--- src/rtl/nn_result_tx.sv ---
// Serializes a 6-byte scoring report (header, yes/no counts, XOR checksum)
// as back-to-back 8N1 UART bytes on tx_data, snapshotting the counts on send.
`timescale 1ns/1ps

module nn_result_tx #(
  parameter int CLK_FREQ     = 25000000,
  parameter int BAUD         = 115200,
  parameter int CLKS_PER_BIT = CLK_FREQ / BAUD,
  parameter int CNT_BITS     = 14
) (
  input  logic                clk,
  input  logic                reset,
  input  logic                send,
  input  logic [CNT_BITS-1:0] yes,
  input  logic [CNT_BITS-1:0] no,
  output logic                tx_data,
  output logic                busy,
  output logic                done,
  output logic                overrun
);

  localparam logic [15:0] BAUD_RELOAD = 16'(CLKS_PER_BIT - 1);
  localparam logic [7:0]  HEADER      = 8'hA5;
  localparam logic [2:0]  LAST_BYTE   = 3'd5;
  localparam logic [2:0]  LAST_BIT    = 3'd7;

  typedef enum logic [1:0] {
    ST_IDLE,
    ST_START,
    ST_DATA,
    ST_STOP
  } state_t;

  state_t              state_reg, state_next;
  logic [15:0]         baud_cnt_reg, baud_cnt_next;
  logic [2:0]          bit_idx_reg, bit_idx_next;
  logic [2:0]          byte_idx_reg, byte_idx_next;
  logic [CNT_BITS-1:0] yes_reg, yes_next;
  logic [CNT_BITS-1:0] no_reg, no_next;
  logic                tx_reg, tx_next;
  logic                busy_reg, busy_next;
  logic                done_reg, done_next;
  logic                overrun_reg, overrun_next;

  logic [7:0] b1, b2, b3, b4, checksum;
  logic [7:0] cur_byte;
  logic       bit_end;

  // Frame bytes are derived from the snapshot, never from the live inputs.
  assign b1       = {2'b00, yes_reg[13:8]};
  assign b2       = yes_reg[7:0];
  assign b3       = {2'b00, no_reg[13:8]};
  assign b4       = no_reg[7:0];
  assign checksum = b1 ^ b2 ^ b3 ^ b4;
  assign bit_end  = (baud_cnt_reg == 16'd0);

  always_comb begin
    cur_byte = HEADER;
    case (byte_idx_reg)
      3'd0:    cur_byte = HEADER;
      3'd1:    cur_byte = b1;
      3'd2:    cur_byte = b2;
      3'd3:    cur_byte = b3;
      3'd4:    cur_byte = b4;
      3'd5:    cur_byte = checksum;
      default: cur_byte = HEADER;
    endcase
  end

  always_comb begin
    state_next    = state_reg;
    baud_cnt_next = baud_cnt_reg;
    bit_idx_next  = bit_idx_reg;
    byte_idx_next = byte_idx_reg;
    yes_next      = yes_reg;
    no_next       = no_reg;
    tx_next       = tx_reg;
    busy_next     = busy_reg;
    done_next     = 1'b0;
    overrun_next  = overrun_reg;

    // A request while not idle is dropped but remembered until reset.
    if (send && (state_reg != ST_IDLE)) begin
      overrun_next = 1'b1;
    end

    case (state_reg)
      ST_IDLE: begin
        if (send) begin
          state_next    = ST_START;
          baud_cnt_next = BAUD_RELOAD;
          bit_idx_next  = 3'd0;
          byte_idx_next = 3'd0;
          yes_next      = yes;
          no_next       = no;
          tx_next       = 1'b0;
          busy_next     = 1'b1;
        end
      end

      ST_START: begin
        if (bit_end) begin
          state_next    = ST_DATA;
          baud_cnt_next = BAUD_RELOAD;
          bit_idx_next  = 3'd0;
          tx_next       = cur_byte[0];
        end else begin
          baud_cnt_next = baud_cnt_reg - 16'd1;
        end
      end

      ST_DATA: begin
        if (bit_end) begin
          baud_cnt_next = BAUD_RELOAD;
          if (bit_idx_reg == LAST_BIT) begin
            state_next = ST_STOP;
            tx_next    = 1'b1;
          end else begin
            bit_idx_next = bit_idx_reg + 3'd1;
            tx_next      = cur_byte[bit_idx_reg + 3'd1];
          end
        end else begin
          baud_cnt_next = baud_cnt_reg - 16'd1;
        end
      end

      ST_STOP: begin
        if (bit_end) begin
          if (byte_idx_reg == LAST_BYTE) begin
            state_next    = ST_IDLE;
            baud_cnt_next = 16'd0;
            bit_idx_next  = 3'd0;
            byte_idx_next = 3'd0;
            tx_next       = 1'b1;
            busy_next     = 1'b0;
            done_next     = 1'b1;
          end else begin
            // No idle gap: the next start bit follows the stop bit directly.
            state_next    = ST_START;
            baud_cnt_next = BAUD_RELOAD;
            byte_idx_next = byte_idx_reg + 3'd1;
            tx_next       = 1'b0;
          end
        end else begin
          baud_cnt_next = baud_cnt_reg - 16'd1;
        end
      end

      default: begin
        state_next = ST_IDLE;
        tx_next    = 1'b1;
        busy_next  = 1'b0;
      end
    endcase
  end

  always_ff @(posedge clk or posedge reset) begin
    if (reset) begin
      state_reg    <= ST_IDLE;
      baud_cnt_reg <= 16'd0;
      bit_idx_reg  <= 3'd0;
      byte_idx_reg <= 3'd0;
      yes_reg      <= '0;
      no_reg       <= '0;
      tx_reg       <= 1'b1;
      busy_reg     <= 1'b0;
      done_reg     <= 1'b0;
      overrun_reg  <= 1'b0;
    end else begin
      state_reg    <= state_next;
      baud_cnt_reg <= baud_cnt_next;
      bit_idx_reg  <= bit_idx_next;
      byte_idx_reg <= byte_idx_next;
      yes_reg      <= yes_next;
      no_reg       <= no_next;
      tx_reg       <= tx_next;
      busy_reg     <= busy_next;
      done_reg     <= done_next;
      overrun_reg  <= overrun_next;
    end
  end

  assign tx_data = tx_reg;
  assign busy    = busy_reg;
  assign done    = done_reg;
  assign overrun = overrun_reg;

endmodule

--- config.mk ---
export PLATFORM = sky130hd
export DESIGN_NAME = nn_result_tx
export DESIGN_NICKNAME = d
export VERILOG_FILES = /design/src/rtl/nn_result_tx.sv
export SDC_FILE = /design/constraint.sdc
export NUM_CORES = 1
export LEC_CHECK = 0
export BUFFER_PORTS_ARGS = -buffer_cell sky130_fd_sc_hd__buf_2
export CAP_MARGIN = 20
export CORE_MARGIN = 2
export CORE_UTILIZATION = 45
export CTS_CLUSTER_DIAMETER = 80
export DETAILED_ROUTE_END_ITERATION = 8
export GPL_ROUTABILITY_DRIVEN = 0
export PLACE_DENSITY = 0.68
export SYNTH_ARGS = -nofsm -noshare
export SYNTH_HDL_FRONTEND = slang
export SYNTH_SLANG_ARGS = --single-unit
--- constraint.sdc ---
create_clock -name clk -period 2.52 [get_ports clk]
set_clock_uncertainty 0.1 [all_clocks]
set_input_delay 0.378 -clock clk [delete_from_list [all_inputs] [get_ports clk]]
set_output_delay 0.378 -clock clk [all_outputs]
set_load 0.02 [all_outputs]
## Word level (Yosys, flattened, before mapping)

Index checks and enable logic that the tools add are counted.

| cells by class | value |
|---|---|
| add/subtract/negate cells | 3 |
| magnitude comparators | 1 |
| equal/unequal tests | 16 |
| multiplexer cells | 38 |
| bitwise logic cells | 3 |
| reduce and logical (&&, ||, !) cells | 12 |

Operator list:

| operator | count |
|---|---|
| two-way mux 16 bit | 3 |
| case mux 16 bit (3 select lines) | 1 |
| case mux 8 bit (5 select lines) | 1 |
| two-way mux 3 bit | 8 |
| logical NOT 16 bit | 1 |
| subtractor 16 x 1 -> 16 bit (second input constant) | 1 |
| inequality test 2 bit (second input constant) | 7 |
| two-way mux 1 bit | 13 |
| case mux 3 bit (4 select lines) | 1 |
| two-way mux 2 bit | 5 |
| == test 3 bit (second input constant) | 3 |
| two-way mux 8 bit | 1 |
| case mux 2 bit (4 select lines) | 1 |
| AND reduction 4 bit | 2 |
| XOR 6 x 8 -> 8 bit | 1 |
| XOR 8 x 6 -> 8 bit | 1 |
| XOR 8 bit | 1 |
| adder 3 x 1 -> 3 bit (second input constant) | 2 |
| == test 3 x 2 -> 1 bit (second input constant) | 2 |
| case mux 3 bit (2 select lines) | 1 |
| AND reduction 6 bit | 1 |
| AND reduction 5 bit | 1 |
| == test 2 bit (second input constant) | 2 |
| less-than comparator 3 x 4 -> 1 bit (second input constant) | 1 |
| other kinds (11) | 12 |

| storage, ports and cells | value |
|---|---|
| register bits | 56 |
| bits of input ports | 31 |

## Logic depth before layout (Yosys ltp)

Gate-level depths: netlist (run 1).

| depth | value |
|---|---|
| depth after elaboration | 9 |
| depth in mapped cells | 11 |
| gate-level depth less buffers | 9 |

## Worst setup path after synthesis (run 1)

Ideal clock, no wire load.

| timing path | value |
|---|---|
| path type | register to register |
| start point | register byte_idx_reg[0] |
| end point | register tx_reg (netlist: tx_data) |
| setup time | 0.088 ns |
| data arrival time | 2.326 ns |
| data required time | 2.332 ns |
| setup slack | 0.007 ns |
| cell stages (with the launch flop) | 12 |
| cell sequence | dfrtp_1 -> clkbuf_1 -> and2_1 -> ha_1 -> clkbuf_1 -> a211o_1 -> a31oi_1 -> nand2_1 -> a21oi_1 -> or3_1 -> a32o_1 -> a221oi_2 |

| between the ends | value |
|---|---|
| word-level cells in the longest chain between the ends | 7 |

RTL lines:

| item | line | text |
|---|---|---|
| start: declaration | 37 | `logic [2:0] byte_idx_reg, byte_idx_next;` |
| start signal: assignment | 173 | `byte_idx_reg <= byte_idx_next;` |
| == test 3 bit, or another cell as far along | 59, 129 |  |
| case mux 8 bit (5 select lines) | 59 | `case (byte_idx_reg)` |
| binary-select mux 1 bit (select 3 bit) | 120 | `tx_next = cur_byte[bit_idx_reg + 3'd1];` |
| two-way mux 1 bit (not written as such) | 120 |  |
| two-way mux 1 bit | 115 | `if (bit_idx_reg == LAST_BIT) begin` |
| two-way mux 1 bit | 113 | `if (bit_end) begin` |
| case mux 1 bit (4 select lines) (*) | 87 | `case (state_reg)` |
| end signal: assignment | 176 | `tx_reg <= tx_next;` |
| end: declaration | 40 | `logic tx_reg, tx_next;` |

Every way passes the cells marked *; elsewhere a longest branch is shown, timed or not. The select of a mux whose other input is x is not followed.
A chain may end at the register's enable or synchronous reset.

## Final worst setup path (run 1)

| timing path | value |
|---|---|
| start point | register bit_idx_reg[0] |
| end point | register tx_reg (netlist: tx_data) |

| between the ends | value |
|---|---|
| word-level cells in the longest chain between the ends | 6 |

RTL lines:

| item | line | text |
|---|---|---|
| start: declaration | 36 | `logic [2:0] bit_idx_reg, bit_idx_next;` |
| start signal: assignment | 172 | `bit_idx_reg <= bit_idx_next;` |
| adder 3 x 1 -> 3 bit | 120 |  |
| binary-select mux 1 bit (select 3 bit) | 120 |  |
| two-way mux 1 bit (not written as such) | 120 |  |
| two-way mux 1 bit (*) | 115 |  |
| two-way mux 1 bit (*) | 113 |  |
| case mux 1 bit (4 select lines) (*) | 87 |  |

Marked as above.

==> results of run 1 <==
worst max-delay path, delay by kind of cell (launching register included):
| kind | cells | cell delay [ns] |
|---|---|---|
| DFF | 1 | 0.47 |
| AOI/OAI and AO/OA | 5 | 0.69 |
| adders and majority gates | 2 | 0.59 |
| and+or+nand+nor | 2 | 0.48 |
kinds of logic (layout without fill, tap and decap cells):
logic type                 count (synthesis)  after routing  share of synthesized area [%]
xor gates and xnor gates                  20             20                           5.29
adders and majority gates                 10             10                           3.78
and+or+nand+nor                           98             98                           16.8
AOI/OAI and AO/OA                         90             90                           18.3
muxes                                     29             29                           9.83
buffers and inverters                     27             70                           3.59
DFF                                       56             56                           42.4
metal layers:
layer | up-vias | part of all wire [%] | track usage (%)
li1 | 1283 | - | -
met5 | - | 0 | 0
met3 | 10 | 2.8 | 2.60
met4 | 0 | 1.5 | 5.13
met2 | 58 | 47 | 28.0
met1 | 1213 | 49 | 25.2
timing repair:
action | CTS | global route
endpoints found under the hold margin | 0 | 0
gates resized for setup | 0 | 2
setup buffers | 0 | 0
endpoints found under the setup margin | 0 | 9
cells in the final DEF, fill, tap and decap left out, types with 7 or more instances in the layout:
cell type | Yosys | final
nor2_1 | 22 | 22
o21ai_0 | 25 | 25
o21ai_1 | 10 | 10
buf_4 | 2 | 13
a21oi_1 | 15 | 15
ha_1 | 10 | 10
inv_1 | 14 | 13
dfrtp_1 | 55 | 55
mux2_2 | 28 | 28
nand2_1 | 31 | 31
xnor2_1 | 13 | 13
buf_2 | 2 | 34
xor2_1 | 7 | 7
metrics by stage:
stage / utilization [%] / hold WS (ns) / area, sq um
2_1_floorplan: - / 0.360 / 3310
3_3_place_gp: 50.9 / 0.333 / 3650
3_5_place_dp: 50.9 / 0.342 / 3650
4_1_cts: 52.2 / 0.0350 / 3740
5_1_grt: 52.3 / 0.0654 / 3760
6_report: 52.3 / 0.0112 / 3760
final cells by class:
class	instances	share of cell area (%)
well taps	99	3.30
clock buffers	6	1.93
flip-flops and latches	56	37.3
repair buffers	48	7.66
inverters	14	1.40
multi-input cells	247	47.9
clock inverters	2	0.433
worst paths after layout:
kind / from / endpoint / slack (ns) / depth (start not counted)
max: bit_idx_reg[0]$_DFFE_PP0P_ / tx_data$_DFFE_PP1P_ / 0.09 / 9
min: reset / yes_reg[8]$_DFFE_PP0P_ / 0.01 / 2
max reg2reg: bit_idx_reg[0]$_DFFE_PP0P_ / tx_data$_DFFE_PP1P_ / 0.09 / 9
min reg2reg: overrun$_DFFE_PP0P_ / overrun$_DFFE_PP0P_ / 0.37 / 1
max in group asynchronous: reset / tx_data$_DFFE_PP1P_ / 1.67 / 3
min in group clk: yes[0] / yes_reg[0]$_DFFE_PP0P_ / 0.19 / 2
power by group:
| part | total, mW | internal (mW) | switching, mW |
|---|---|---|---|
| combinational | 0.0686 | 0.0290 | 0.0396 |
| clock | 0.493 | 0.199 | 0.295 |
| sequential | 0.901 | 0.900 | 0.00102 |
| total | 1.46 | 1.13 | 0.335 |
==> summary.md, run 1 <==
| Metric | Value |
|---|---|
| Post-route clock period utilization | between 90% and 100% |
| Post-DP HPWL | between 5000 and 6000 microns |
| Critical path class | flip-flop to flip-flop |
| Initial antenna violation count | 0 |
| Critical Path End Type | flip-flop |
| FF/Latch Area | about 1400 sq um |
| Fillers | 654 |
| CTS Hold Bufs | 0 |
| Via count | about 2600 |
| Crit path DAT | 2.55 ns |
| TritonCTS clock tree | built |
| Leakage | ~1.6 nW |
| Pre-CTS setup slack | 0.160 ns |
| Vias per Instance | 5.43 |
| Final WS setup | just under 0.09 ns |
| Number of synthesized flops with an enable pin | 0 |
| Yosys cell types | roughly 60 |
| Post-layout nets | about 410 |
| Sequential area share after synthesis | a little over two fifths |
| Setup TNS | 0 ns |
| Tot Pwr | 1.46 mW |
| FF+latch count, synth | 56 |
| Top Ports | 35 |
| Fmax | a little over 400 MHz |
| Max-cap viol count | 0 |
| Vias in the first global route | between 2000 and 3000 |
| IO Port Bufs | 34 |
| Width of the die | roughly 90 microns |
| Setup violators final | 0 |
| Die Y | 89.8 microns |
| PD cells | approximately 390 nW/um^2 |
| Primary FF master, synth | dfrtp_1 |
| CP max FO | 7 |
| Initial cell density of the core | 46.1% |
| Final wirelength | 6810 microns |
| Worst path most repeated cell | ha_1 |
| Max Slew Vio Count | 0 |
| Antenna diodes | 0 |
| Dominant cell by count in the synthesized netlist | dfrtp_1 |
| Top cell type's share of synthesized area | between 40% and 50% |
| Core region area | between 7000 and 8000 sq um |
| Cell Area, Synth | ~3300 sq um |
| Total CTS buffers | 5 |
| Clk slew on worst S/H paths | 0.10 ns |
| Clock Latency Late Sink | 0.31 ns |
| Number of cell rows | 31 |
| Placed cell count | 464 |
| Drt first pass iters | 4 |
| Share of cells above drive strength 1 | around 28% |
| Yosys top cell by area | dfrtp_1 |
| Clk buf depth | 2 |
| Status | finished, final reports clean |
| Worst vdd ir | about 270 uV |
| Fin cells | around 470 |
| Die ar. | roughly 8100 sq um |
| Multi-input combinational cell area | approximately 1800 sq um |
| Largest net degree at the start of global routing | 30 |
| Post-Syn Instances | 330 |
| Antenna violation net count after detailed routing | 0 |
| H-tree Lvls | 2 |
| Crit path required time | ~2.6 ns |
| Final hold violations | 0 |
| Async set-or-reset flop fraction in the synthesized netlist | between 90% and 100% |
| Synth cell count leaders | 55 x dfrtp_1, 31 x nand2_1, 28 x mux2_2 |
| Remaining DRCs | 0 |
| Hold/Removal Path Class | input port to async pin |
| Global-route wire length before repair | ~12000 microns |
| Congestion Overflow GR | 0 |
| DR iter-0 viols | approximately 180 |
| Wire length per cell | 14.4 microns |
| Startpoint Class | flip-flop |
| Rel. slew slack | between 60% and 70% |
| Largest register FFs | 16 |
| Tot GR Track Use | ~18% |
| Tmin final | between 2 and 2.5 ns |
| Crit-path cells | ha_1, ha_1, a211o_1, a31oi_1, nand2_1, a21oi_1, or3_1, a32o_1, a221oi_2 |
| Synth Area per Inst | 10.0 sq um |
| Yosys synthesis warning count | 0 |
| RSZ-0062 raised after global routing | no |
| Slowest Stage Delay on Critical Path | about 0.47 ns |
| Area Growth Syn to Fin | 13.5% |
| CTS root buf | clkbuf_8 |
| Worst path slowest cell | dfrtp_1 |
| CTS Sinks | between 50 and 60 |
| Net Count, Synth | 371 |
| Worst-margin pin slew | 0.570 ns |
| Top post-synthesis cells by area | dfrtp_1 42%, mux2_2 9.5%, ha_1 3.8% |
(Power assumes the default switching activity.)
==> run 2: changes to the inputs <==
==> constraint.sdc (replaced) <==
create_clock -name clk -period 2.52 [get_ports clk]
set_clock_uncertainty 0.1 [all_clocks]
set_input_delay 0.756 -clock clk [delete_from_list [all_inputs] [get_ports clk]]
set_output_delay 0.756 -clock clk [all_outputs]
set_load 0.02 [all_outputs]
==> run 2 against run 1 <==
  * Clock-buffer cell count grew 1
  * Non-clock buffer count grew 4
  * Utilization grew 0.70 points
  * Cell area grew 1.3%
  * Largest cell class unchanged
  * Routed wire length grew 1.8%
  * First-iteration DRC count shrank 3.4%
  * Register-to-register slack gained 0.05 ns
  * Worst setup slack gained 0.049 ns
  * Clock power grew 31%
  * Via count grew 3.0%
  * Critical path depth is the same
==> summary.md, run 2 (synthesized netlist as in run 1, its figures left out) <==
| Metric | Value |
|---|---|
| Reg2reg path depth | 9 (unchanged) |
| PD cells | 424 nW/um^2 (was 390 nW/um^2) |
| Hold/Removal Path Class | input port to async pin (unchanged) |
| Wire length per cell | 14.6 microns (was 14.4 microns) |
| IO Port Bufs | 34 (unchanged) |
| Fmax | 419 MHz (was 411 MHz) |
| CTS Sinks | 56 (unchanged) |
| Crit path required time | 2.65 ns (was 2.63 ns) |
| Tot GR Track Use | 18.2% (was 17.6%) |
| Worst path most repeated cell | ha_1 (unchanged) |
| Most frequent cells in the layout | 55 x dfrtp_1, 34 x buf_2, 31 x nand2_1 (unchanged) |
| Share of cells above drive strength 1 | 28.4% (was 27.6%) |
| Clk slew on worst S/H paths | 0.10 ns (about the same) |
| Post-CTS setup buffer count | 0 (unchanged) |
| Buf/Inv on CP | 0 (unchanged) |
| Initial cell density of the core | 46.1% (unchanged) |
| Reg2reg start | bit_idx_reg[0]$_DFFE_PP0P_ (unchanged) |
| CTS Hold Bufs | 0 (unchanged) |
| Slowest Stage Delay on Critical Path | 0.46 ns (was 0.47 ns) |
| CTS root buf | clkbuf_8 (unchanged) |
| Final wirelength | 6940 microns (was 6810 microns) |
| Leakage | 1.67 nW (was 1.63 nW) |
| Total CTS buffers | 5 (unchanged) |
| Congestion Overflow GR | 0 (unchanged) |
| Rel. slew slack | 66.3% (was 61.7%) |
| Setup violators final | 0 (unchanged) |
| Largest net degree at the start of global routing | 30 (unchanged) |
| Via count | 2640 (was 2564) |
| Max-cap viol count | 0 (unchanged) |
| Top Family by Delay on Critical Path | compound AO/OA/AOI/OAI gates (unchanged) |
| Critical path class | flip-flop to flip-flop (unchanged) |
| Initial antenna violation count | 0 (unchanged) |
| Critical Path End Type | flip-flop (unchanged) |
| Global-route wire length before repair | 12300 microns (was 12000 microns) |
| Utilization after layout | 53.0% (was 52.3%) |
| Die Y | 89.8 microns (unchanged) |
| RSZ-0062 raised after global routing | no (unchanged) |
| Startpoint Class | flip-flop (unchanged) |
| Antenna diodes | 0 (unchanged) |
| TritonCTS clock tree | built (unchanged) |
| Clock Latency Late Sink | 0.31 ns (about the same) |
| Fin cells | 476 (was 472) |
| Max Slew Vio Count | 0 (unchanged) |
| Clk buf depth | 2 (unchanged) |
| DR iter-0 viols | 171 (was 177) |
| Number of cell rows | 31 (unchanged) |
| Tmin final | 2.38 ns (was 2.43 ns) |
| Die ar. | 8060 sq um (unchanged) |
| Crit-path cells | ha_1, ha_1, a211o_1, a31oi_1, nand2_1, a21oi_1, or3_1, a32o_1, a221oi_2 (unchanged) |
| Status | finished, final reports clean (unchanged) |
| Width of the die | 89.8 microns (unchanged) |
| Fillers | 667 (was 654) |
| Top Ports | 35 (unchanged) |
| Final hold violations | 0 (unchanged) |
| Placed cell count | 468 (was 464) |
| Drt first pass iters | 5 (was 4) |
| Reg2reg end | tx_data$_DFFE_PP1P_ (unchanged) |
| Setup TNS | 0 ns (unchanged) |
| Core region area | 7180 sq um (unchanged) |
| Vias in the first global route | 2585 (was 2528) |
| CP max FO | 7 (unchanged) |
| Antenna violation net count after detailed routing | 0 (unchanged) |
| Post-layout nets | 417 (was 413) |
| Area Growth Syn to Fin | 15.0% (was 13.5%) |
| Worst-margin pin slew | 0.505 ns (was 0.570 ns) |
| Commonest non-fill, non-tap cell in the layout | dfrtp_1 (unchanged) |
| Largest register FFs | 16 (unchanged) |
| Post-route clock period utilization | 94.6% (was 96.6%) |
| Worst vdd ir | 284 uV (was 271 uV) |
| Flop2flop setup slack | 0.14 ns (was 0.09 ns) |
| Vias per Instance | 5.55 (was 5.43) |
| H-tree Lvls | 2 (unchanged) |
| Crit path DAT | 2.52 ns (was 2.55 ns) |
| Remaining DRCs | 0 (unchanged) |
| Post-CTS sizing | 0 (unchanged) |
| Worst path slowest cell | dfrtp_1 (unchanged) |
| Worst path depth | 9 (unchanged) |
| Post-DP HPWL | 5210 microns (was 5050 microns) |
-- run 2: cell types whose count changed in the layout (fill, tap and decap cells not counted), sizes merged --
cell and change:
buf +4, bufinv +1, clkbuf +1, clkinv -1, clkinvlp -1
-- run 2: stage by stage --
stage               instance area [sq um]  hold slack [ns]  worst slack (ns)  power [mW]
finish                               3810            0.325             0.136        1.61
floorplan                            3310            0.360           0.00651       0.950
detailed placement                   3670            0.362             0.154       0.990
global placement                     3670            0.336             0.226       0.988
CTS                                  3800            0.346             0.133        1.63
global route                         3810            0.364           0.00962        1.69
-- run 2: worst max path at each step --
stage / from / endpoint
6_report: bit_idx_reg[0]$_DFFE_PP0P_ / tx_data$_DFFE_PP1P_
5_1_grt: bit_idx_reg[0]$_DFFE_PP0P_ / tx_data$_DFFE_PP1P_
4_1_cts: bit_idx_reg[0]$_DFFE_PP0P_ / tx_data$_DFFE_PP1P_
3_5_place_dp: bit_idx_reg[0]$_DFFE_PP0P_ / tx_data$_DFFE_PP1P_
3_3_place_gp: bit_idx_reg[0]$_DFFE_PP0P_ / tx_data$_DFFE_PP1P_
2_1_floorplan: byte_idx_reg[0]$_DFFE_PP0P_ / tx_data$_DFFE_PP1P_
-- run 2: power by group --
group	switching, mW	internal (mW)
Sequential	0.000793	0.900
Combinational	0.0407	0.0280
Clock	0.294	0.351
Total	0.336	1.28
-- run 2: cell type report --
type	instances	area, sq um	area share, %
Timing Repair Buffer	52	305	8.02
Inverter	14	52.6	1.38
Clock buffer	7	96.3	2.53
Tap cell	99	124	3.25
Clock inverter	1	30.0	0.789
Sequential cell	56	1400	36.9
Multi-Input combinational cell	247	1800	47.2
-- run 2: per-layer routing --
layer	track usage [%]	share of wire, %
met2	29.0	47
met1	25.5	48
met5	0	0
met3	2.93	3.8
met4	5.64	1.3
